**src/rtl/step_dir_pulse_gen_pkg.sv**
```systemverilog
// Shared STEP/DIR definitions: FSM states,
// direction levels and default timing.
package step_dir_pulse_gen_pkg;

    typedef enum logic [2:0] {
        ST_IDLE  = 3'd0,
        ST_SETUP = 3'd1,
        ST_HIGH  = 3'd2,
        ST_LOW   = 3'd3,
        ST_DONE  = 3'd4
    } state_t;

    localparam logic DIR_CW  = 1'b1;
    localparam logic DIR_CCW = 1'b0;

    localparam int DEF_PULSE_W   = 4;
    localparam int DEF_DIR_SETUP = 2;

endpackage

```
**src/rtl/step_dir_pulse_gen_timer.sv**
```systemverilog
// Loadable down-counter shared by the
// SETUP, HIGH and LOW phases.
module step_timer #(
    parameter int W = 16
) (
    input  logic         clk,
    input  logic         rst,
    input  logic         load,
    input  logic [W-1:0] value,
    input  logic         en,
    output logic         zero
);

    logic [W-1:0] count;
    logic [W-1:0] count_nx;

    // next count: load wins, else count down to 0
    always_comb begin
        count_nx = count;
        if (load) begin
            count_nx = value;
        end else if (en && count != '0) begin
            count_nx = count - W'(1);
        end
    end

    // count register and registered zero flag
    always_ff @(posedge clk) begin
        if (rst) begin
            count <= '0;
            zero  <= 1'b1;
        end else begin
            count <= count_nx;
            zero  <= (count_nx == '0);
        end
    end

endmodule

```
**src/rtl/step_dir_pulse_gen.sv**
```systemverilog
// STEP/DIR initiator: turns a move command
// into timed STEP pulses and a DIR level.
module step_dir_pulse_gen
    import step_dir_pulse_gen_pkg::*;
#(
    parameter int CNT_W     = 16,
    parameter int PER_W     = 16,
    parameter int PULSE_W   = DEF_PULSE_W,
    parameter int DIR_SETUP = DEF_DIR_SETUP
) (
    input  logic             clk,
    input  logic             rst,
    input  logic             cmd_valid,
    output logic             cmd_ready,
    input  logic             cmd_dir,
    input  logic [CNT_W-1:0] cmd_steps,
    input  logic [PER_W-1:0] cmd_period,
    input  logic             abort,
    output logic             step_out,
    output logic             dir_out,
    output logic             busy,
    output logic             done,
    output logic [CNT_W-1:0] steps_left
);

    if (PULSE_W < 1 || DIR_SETUP < 1) begin : g_chk_min
        $error("PULSE_W and DIR_SETUP must be >= 1");
    end
    if (PULSE_W + 1 >= (2 ** PER_W)) begin : g_chk_w
        $error("PULSE_W+1 does not fit in PER_W");
    end

    localparam logic [PER_W-1:0] PW_M1 =
        PER_W'(PULSE_W - 1);
    localparam logic [PER_W-1:0] SU_M1 =
        PER_W'(DIR_SETUP - 1);
    localparam logic [PER_W-1:0] MIN_PER =
        PER_W'(PULSE_W + 1);

    state_t           state;
    state_t           state_nx;
    logic [PER_W-1:0] per_q;
    logic [PER_W-1:0] eff_per;
    logic             abort_q;
    logic             accept;
    logic             tmr_load;
    logic [PER_W-1:0] tmr_val;
    logic             tmr_en;
    logic             tmr_zero;

    assign cmd_ready = (state == ST_IDLE);
    assign accept    = cmd_valid && cmd_ready;
    assign eff_per   = (cmd_period < MIN_PER) ?
                       MIN_PER : cmd_period;
    assign tmr_en    = (state != ST_IDLE) &&
                       (state != ST_DONE);

    step_timer #(
        .W (PER_W)
    ) u_timer (
        .clk   (clk),
        .rst   (rst),
        .load  (tmr_load),
        .value (tmr_val),
        .en    (tmr_en),
        .zero  (tmr_zero)
    );

    // next state and phase-timer load
    always_comb begin
        state_nx = state;
        tmr_load = 1'b0;
        tmr_val  = PW_M1;
        unique case (state)
            ST_IDLE: begin
                if (accept) begin
                    if (cmd_steps == '0) begin
                        state_nx = ST_DONE;
                    end else if (cmd_dir != dir_out) begin
                        state_nx = ST_SETUP;
                        tmr_load = 1'b1;
                        tmr_val  = SU_M1;
                    end else begin
                        state_nx = ST_HIGH;
                        tmr_load = 1'b1;
                    end
                end
            end
            ST_SETUP: begin
                if (abort) begin
                    state_nx = ST_DONE;
                end else if (tmr_zero) begin
                    state_nx = ST_HIGH;
                    tmr_load = 1'b1;
                end
            end
            ST_HIGH: begin
                if (tmr_zero) begin
                    if (abort || abort_q) begin
                        state_nx = ST_DONE;
                    end else begin
                        state_nx = ST_LOW;
                        tmr_load = 1'b1;
                        tmr_val  = per_q - MIN_PER;
                    end
                end
            end
            ST_LOW: begin
                if (abort) begin
                    state_nx = ST_DONE;
                end else if (tmr_zero) begin
                    if (steps_left != '0) begin
                        state_nx = ST_HIGH;
                        tmr_load = 1'b1;
                    end else begin
                        state_nx = ST_DONE;
                    end
                end
            end
            ST_DONE: begin
                state_nx = ST_IDLE;
            end
            default: begin
                state_nx = ST_IDLE;
            end
        endcase
    end

    // state, pins, command latch, step count
    always_ff @(posedge clk) begin
        if (rst) begin
            state      <= ST_IDLE;
            step_out   <= 1'b0;
            dir_out    <= DIR_CCW;
            busy       <= 1'b0;
            done       <= 1'b0;
            steps_left <= '0;
            per_q      <= MIN_PER;
            abort_q    <= 1'b0;
        end else begin
            state    <= state_nx;
            step_out <= (state_nx == ST_HIGH);
            busy     <= (state_nx == ST_SETUP) ||
                        (state_nx == ST_HIGH) ||
                        (state_nx == ST_LOW);
            done     <= (state_nx == ST_DONE);
            abort_q  <= (state == ST_HIGH) &&
                        (abort || abort_q);
            if (accept) begin
                per_q <= eff_per;
                if (cmd_steps != '0) begin
                    dir_out <= cmd_dir;
                end
                if (state_nx == ST_HIGH) begin
                    steps_left <= cmd_steps - CNT_W'(1);
                end else begin
                    steps_left <= cmd_steps;
                end
            end else if (state != ST_HIGH &&
                         state_nx == ST_HIGH) begin
                steps_left <= steps_left - CNT_W'(1);
            end
        end
    end

endmodule

```
**config.mk**
```make
export PLATFORM = sky130hd
export DESIGN_NAME = step_dir_pulse_gen
export DESIGN_NICKNAME = d
export VERILOG_FILES = /design/src/rtl/step_dir_pulse_gen_pkg.sv /design/src/rtl/step_dir_pulse_gen_timer.sv /design/src/rtl/step_dir_pulse_gen.sv
export SDC_FILE = /design/constraint.sdc
export NUM_CORES = 1
export LEC_CHECK = 0
export CORE_AREA = 3 3 84 94
export CTS_CLUSTER_DIAMETER = 50
export DETAILED_ROUTE_END_ITERATION = 12
export DIE_AREA = 0 0 87 97
export DONT_BUFFER_PORTS = 1
export GPL_TIMING_DRIVEN = 1
export PLACE_DENSITY = 0.69
export REMOVE_ABC_BUFFERS = 1
export SETUP_SLACK_MARGIN = 0.05
export SLEW_MARGIN = 0
export SYNTH_ARGS = -nofsm -noshare
export SYNTH_HDL_FRONTEND = slang
export SYNTH_HIERARCHICAL = 1
export SYNTH_SLANG_ARGS = --single-unit
```
**constraint.sdc**
```tcl
create_clock -name clk -period 4.31 [get_ports clk]
set_clock_uncertainty 0.15 [all_clocks]
set_input_delay 0.431 -clock clk [delete_from_list [all_inputs] [get_ports clk]]
set_output_delay 0.431 -clock clk [all_outputs]
set_load 0.05 [all_outputs]
```
* Yosys cells after proc, flatten, opt, wreduce, memory -nomap -nowiden
Cells that the tools add are included.
** Word-level totals
- Flip-flop bits (word level) :: 57
- Latch bits :: 0
- RAM bits :: 0
- Memory bits (read-only) :: 0
- Logic and storage cells :: 75
- Memories kept :: 0
** Cells by class
- Add/subtract/negate cells :: 4
- $mul :: 0
- Divide/modulo/power cells :: 0
- Order comparisons :: 1
- Equality and inequality tests :: 10
- Shift-type cells :: 0
- Muxes and demuxes :: 33
- Bitwise operators :: 0
- Reductions and logical operators :: 17
** Operator list (number)
- 16-bit 2-to-1 mux :: 8
- 16-bit nonzero test :: 3
- 16-bit by 1-bit subtractor with 16-bit output, second input constant :: 3
- 16-bit zero test :: 2
- 16-bit case mux with 2 select lines :: 1
- 3-bit 2-to-1 mux :: 9
- 16-bit by 3-bit less-than comparator with 1-bit output, second input constant :: 1
- 16-bit by 3-bit subtractor with 16-bit output, second input constant :: 1
- 3-bit by 2-bit equality test with 1-bit output, second input constant :: 4
- 3-bit case mux with 4 select lines :: 1
- 1-bit 2-to-1 mux :: 9
- 2-bit 2-to-1 mux :: 4
- 3-bit by 1-bit equality test with 1-bit output, second input constant :: 2
- 1-bit logical AND :: 5
- 1-bit case mux with 4 select lines :: 1
- 3-bit equality test, second input constant :: 1
- 3-bit zero test :: 1
- 1-bit logical OR :: 3
- 3-bit by 2-bit inequality test with 1-bit output, second input constant :: 1
- 3-bit inequality test, second input constant :: 1
- 3-bit nonzero test :: 1
- 2-bit AND reduction :: 1
- 2-bit nonzero test :: 1
- 1-bit inequality test :: 1

* Depth between registers and ports, before layout
- Depth after elaboration :: 9
- Depth in mapped cells :: 13
- Mapped depth without buffers :: 12

* Hierarchy
Netlist, hierarchy kept.
** By module, submodules not included
- step_dir_pulse_gen :: instances 1, cells each 339, area an instance 2612.5 µm², seq. area each 800.8 µm²
- step_timer :: instances 1, cells each 143, area an instance 1191.1 µm², seq. area each 340.3 µm²

* Worst setup path after synthesis
Ideal clock, no wire load.
- Kind :: flip-flop to flip-flop
- Start point :: register state[0]
- End point :: register u_timer.zero
- Library setup time :: 96 ps
- Arrival :: 3684 ps
- Slack :: 381 ps
- Cell stages (with the launch flop) :: 14
- Buffers on the path :: 4
- Cell sequence :: dfxtp_1 -> clkbuf_1 -> nor3_1 -> and2_1 -> buf_2 -> and2_1 -> buf_2 -> nor2_1 -> o31ai_1 -> clkbuf_1 -> nor2_1 -> a221oi_1 -> o2111ai_1 -> o41ai_2
** Between the ends
- Word-level cells in the longest chain between the ends :: 6
- Elaborated cells on any way between the ends :: 16
** Ends and longest elaborated chain
- from (decl) :: RTL line step_dir_pulse_gen.sv:40 : state_t state;
- from (signal assigned) :: RTL line step_dir_pulse_gen.sv:141 : state <= state_nx;
- 3-bit zero test (*) :: RTL line step_dir_pulse_gen.sv:51 : assign cmd_ready = (state == ST_IDLE);
- net cmd_ready :: RTL line step_dir_pulse_gen.sv:14 : output logic cmd_ready,
- 1-bit logical AND :: RTL line step_dir_pulse_gen.sv:52 : assign accept = cmd_valid && cmd_ready;
- 1-bit 2-to-1 mux :: RTL line step_dir_pulse_gen.sv:76 : if (accept) begin
- 1-bit case mux with 4 select lines (*) :: RTL line step_dir_pulse_gen.sv:74 : unique case (state)
- net tmr_load :: RTL line step_dir_pulse_gen.sv:46 : logic tmr_load;
- 16-bit 2-to-1 mux (*) :: RTL line step_dir_pulse_gen_timer.sv:20 : if (load) begin
- 16-bit zero test (*) :: RTL line step_dir_pulse_gen_timer.sv:34 : zero <= (count_nx == '0);
- to (signal assigned) :: RTL line step_dir_pulse_gen_timer.sv:34
- to (decl) :: RTL line step_dir_pulse_gen_timer.sv:11 : output logic zero
Mark *: on every way through the listed nets, which the timed path passes. The rest lies on a longest branch.
A chain may end at the register's enable or synchronous reset.

* Worst setup path in the final report
- Start point :: register steps_left[4]
- End point :: register u_timer.zero
** Between the ends
- Word-level cells in the longest chain between the ends :: 7
** Ends and longest elaborated chain
- from (decl) :: RTL line step_dir_pulse_gen.sv:23 : output logic [CNT_W-1:0] steps_left
- from (signal assigned) :: RTL line step_dir_pulse_gen.sv:155 : steps_left <= cmd_steps - CNT_W'(1);
- from (signal assigned) :: RTL line step_dir_pulse_gen.sv:157 : steps_left <= cmd_steps;
- from (signal assigned) :: RTL line step_dir_pulse_gen.sv:161 : steps_left <= steps_left - CNT_W'(1);
- 16-bit nonzero test :: RTL line step_dir_pulse_gen.sv:112 : if (steps_left != '0) begin
- 1-bit 2-to-1 mux :: RTL line step_dir_pulse_gen.sv:112
- 1-bit 2-to-1 mux :: RTL line step_dir_pulse_gen.sv:111 : end else if (tmr_zero) begin
- 1-bit 2-to-1 mux :: RTL line step_dir_pulse_gen.sv:109 : if (abort) begin
- 1-bit case mux with 4 select lines :: RTL line step_dir_pulse_gen.sv:74
- net tmr_load :: RTL line step_dir_pulse_gen.sv:46
- 16-bit 2-to-1 mux :: RTL line step_dir_pulse_gen_timer.sv:20
- 16-bit zero test :: RTL line step_dir_pulse_gen_timer.sv:34
The timed path passes the listed nets, and every way through them passes these cells.

==> results.yml <==
finish:
  n_fill_cell: 646
  final_util_pct: 58.1
  area_growth_syn_to_layout_pct: 7.07
  drive_gt1_share_pct: 11.0
  stdcell_area_um2: 4070
  nNetsFinal: 519
  antenna_cells: 0
  final_cell_count_no_fill: 567
floorplanning:
  die_h_um: 97
  io_pins: 58
  die-area_um2: 8440
  start_util_pct: 54.3
  die_w_um: 87
  core-area_um2: 7010
  rows: 32
synth:
  ys_ff_latch: 57
  yosys.area_share.simple_pct: 33.8
  synth_edf_count: 0
  synth_top_family_by_area: "simple AND/OR/NAND/NOR gates"
  synthAdderAreaFrac_pct: 1.64
  synthTopCellsByArea: "dfxtp_1, xnor2_1, nor2_1, nand2_1, nor4_1"
  avgSynthCellArea_um2: 7.89
  async_reset_ff_share_pct: 0
  ys_types: 74
  synth_area_um2: 3800
  ys.flop_type: "dfxtp_1"
  ys_seq_area_share_pct: 30.0
  ys_warn_count: 6
  yosys.area.top_type: "dfxtp_1"
  synth_top_cell_area_share_pct: 30.0
  syn_inst: 482
  synth.area.mux_share_pct: 1.12
  synth_compound_area_share_pct: 20.0
  synth_xor_area_share_pct: 7.83
route:
  postRouteWirelength_mm: 10.5
  vias: 3574
  drc: 0
  drt_iter0_markers: 228
  ant_nets: 0
  firstDrtPassIters: 4
  avgRoutedWirePerCell_um: 18.5
  viasPerCell: 6.30
sta:
  finalSetupViolations: 0
  min_period_ns: 3.79
  tightest_slew_ns: 1.16
  hold_ws_ns: 0.0142
  timing.fmax_ghz: 0.264
  max-slew-margin-rel_pct: 22.3
  hold_viol: 0
  fin_crit_sh_pct: 88.0
  worst_slack_ns: 0.517
  rsz0062_at_grt: "no"
  finalSetupTns_ns: 0
  slew_viol_final: 0
global_route:
  grt_max_degree: 32
  grt_use_total_pct: 25.3
  antenna_found_initial: 0
  grt_pass1_wl_mm: 17.1
  gr-total-overflow: 0
  grt_pass1_vias: 3517
power_and_ir_drop:
  vdd_drop_max_uv: 273
  totalPowerFinal_mw: 2.05
  powerDensity_nw_per_um2: 503
  p_leak_nw: 1.44
critical_path:
  reg2regPathDepth: 11
  cp.required_ns: 4.42
  worstPathArrival_ns: 3.90
  end_kind: "flip-flop"
  path_class: "reg -> reg"
  crit_fanout: 31
  start_kind: "flip-flop"
clock_network:
  cts.htree.levels: 3
  cts_root_buffer: "clkbuf_8"
  cts_tree: "done"
  clkSinkCount: 57
  cts_setup_buffers: 0
  cts_buffers: 9
  cts_max_path_buffers: 2
  clkTransAtPathRegs_ns: 0.07
  worstSkewPairLatency_ns: 0.35
placement:
  dpl_cell_area_um2: 3850
  port_buffers: 0
  dp_cells: 548
  gp_congestion: 0.908
  place_ws_ns: 0.604
  dp_hpwl_mm: 7.35
run_status:
  status: "complete, no violations"
flow_run:
  drv_cap: 0
hold_path:
  hp-class: "in -> reg"
  hold_depth: 1
## final timing paths
kind	endpoint	start	slack, ns
worst min register to register	per_q[15]$_SDFFE_PP0N_	per_q[15]$_SDFFE_PP0N_	0.33
worst min-delay path	u_timer/count[14]$_SDFF_PP0_	rst	0.01
worst max register to register	u_timer/zero$_SDFF_PP1_	steps_left[4]$_SDFFE_PP0P_	0.52
worst max-delay path	u_timer/zero$_SDFF_PP1_	steps_left[4]$_SDFFE_PP0P_	0.52
## layer usage
layer	track usage, %	part of all wire (%)	up-vias
li1	-	-	1763
met1	29.6	42	1684
met2	41.4	49	98
met3	6.81	5.8	29
met4	13.2	3.3	0
met5	0	0	-
## where the power goes
part / internal, mW / switching [mW] / total, mW / leakage, nW
sequential: 0.599 / 0.169 / 0.769 / 0.469
combinational: 0.291 / 0.487 / 0.778 / 0.876
clock: 0.280 / 0.223 / 0.503 / 0.0953
## flip-flops by register name (all words and copies together), names as in the netlist
name,cells
busy,1
dir_out,1
done,1
u_timer/count,16
step_out,1
u_timer/zero,1
per_q,16
state,3
steps_left,16
abort_q,1
## synth_stat cells (all sizes together) (4+ instances only)
cell,number
dfxtp,57
nor2,52
nand2,51
a21oi,27
xnor2,26
nor4,25
nor3,23
clkbuf,17
inv,16
o21ai,14
or4,13
or3,12
buf,11
nand2b,11
o22ai,10
xor2,8
a211oi,7
nand4,7
ha,5
nor2b,5
nor4b,5
o211a,5
o31a,5
a311oi,4
and3,4
o31ai,4
or2,4
## critical path, cell delays in order, from the launching register on
cell and delay [ns]:
dfxtp_1 0.74, nor4_1 0.22, nand2_1 0.18, or4_1 0.17, nor2_1 0.09, o31ai_4 0.92, clkinv_1 0.17, buf_4 0.22
o311a_1 0.13, a211oi_2 0.25, nand4_1 0.15, o41ai_2 0.31
## placed cells by master, fill, tap and decap left out, types with 6 or more instances in the layout
cell type,synthesis,routed
or4_1,9,9
nor3_1,23,22
nand2b_1,11,11
nand2_1,51,51
clkbuf_8,2,10
nand4_1,6,6
o21ai_0,14,14
buf_4,2,9
a21oi_1,27,27
nor4_1,23,23
xnor2_1,26,26
a211oi_1,6,6
xor2_1,8,8
o22ai_1,10,10
dfxtp_1,57,57
or3_1,11,11
nor2_1,52,52
inv_1,16,16
## cells by family after synthesis
family | count (synthesis)
xor gates and xnor gates | 34
buffers and inverters | 45
DFF | 57
AOI/OAI and AO/OA | 104
adders and majority gates | 5
and+or+nand+nor | 233
muxes | 4
## timing repair
action | in CTS | in global routing
hold buffers | 3 | 0
resized for setup | 0 | 0
hold endpoints to repair | 19 | 0
## cell type report
type                       instances  area [µm²]  share of cell area, %
multi-input combinational        380        2470                   60.6
clock buffer                      11         141                   3.47
inverter                          17        63.8                   1.57
tap                               85         106                   2.61
timing repair buffer              12        97.6                   2.40
clock inverter                     5        55.1                   1.35
sequential                        57        1140                   28.0
(Power assumes the default switching activity.)
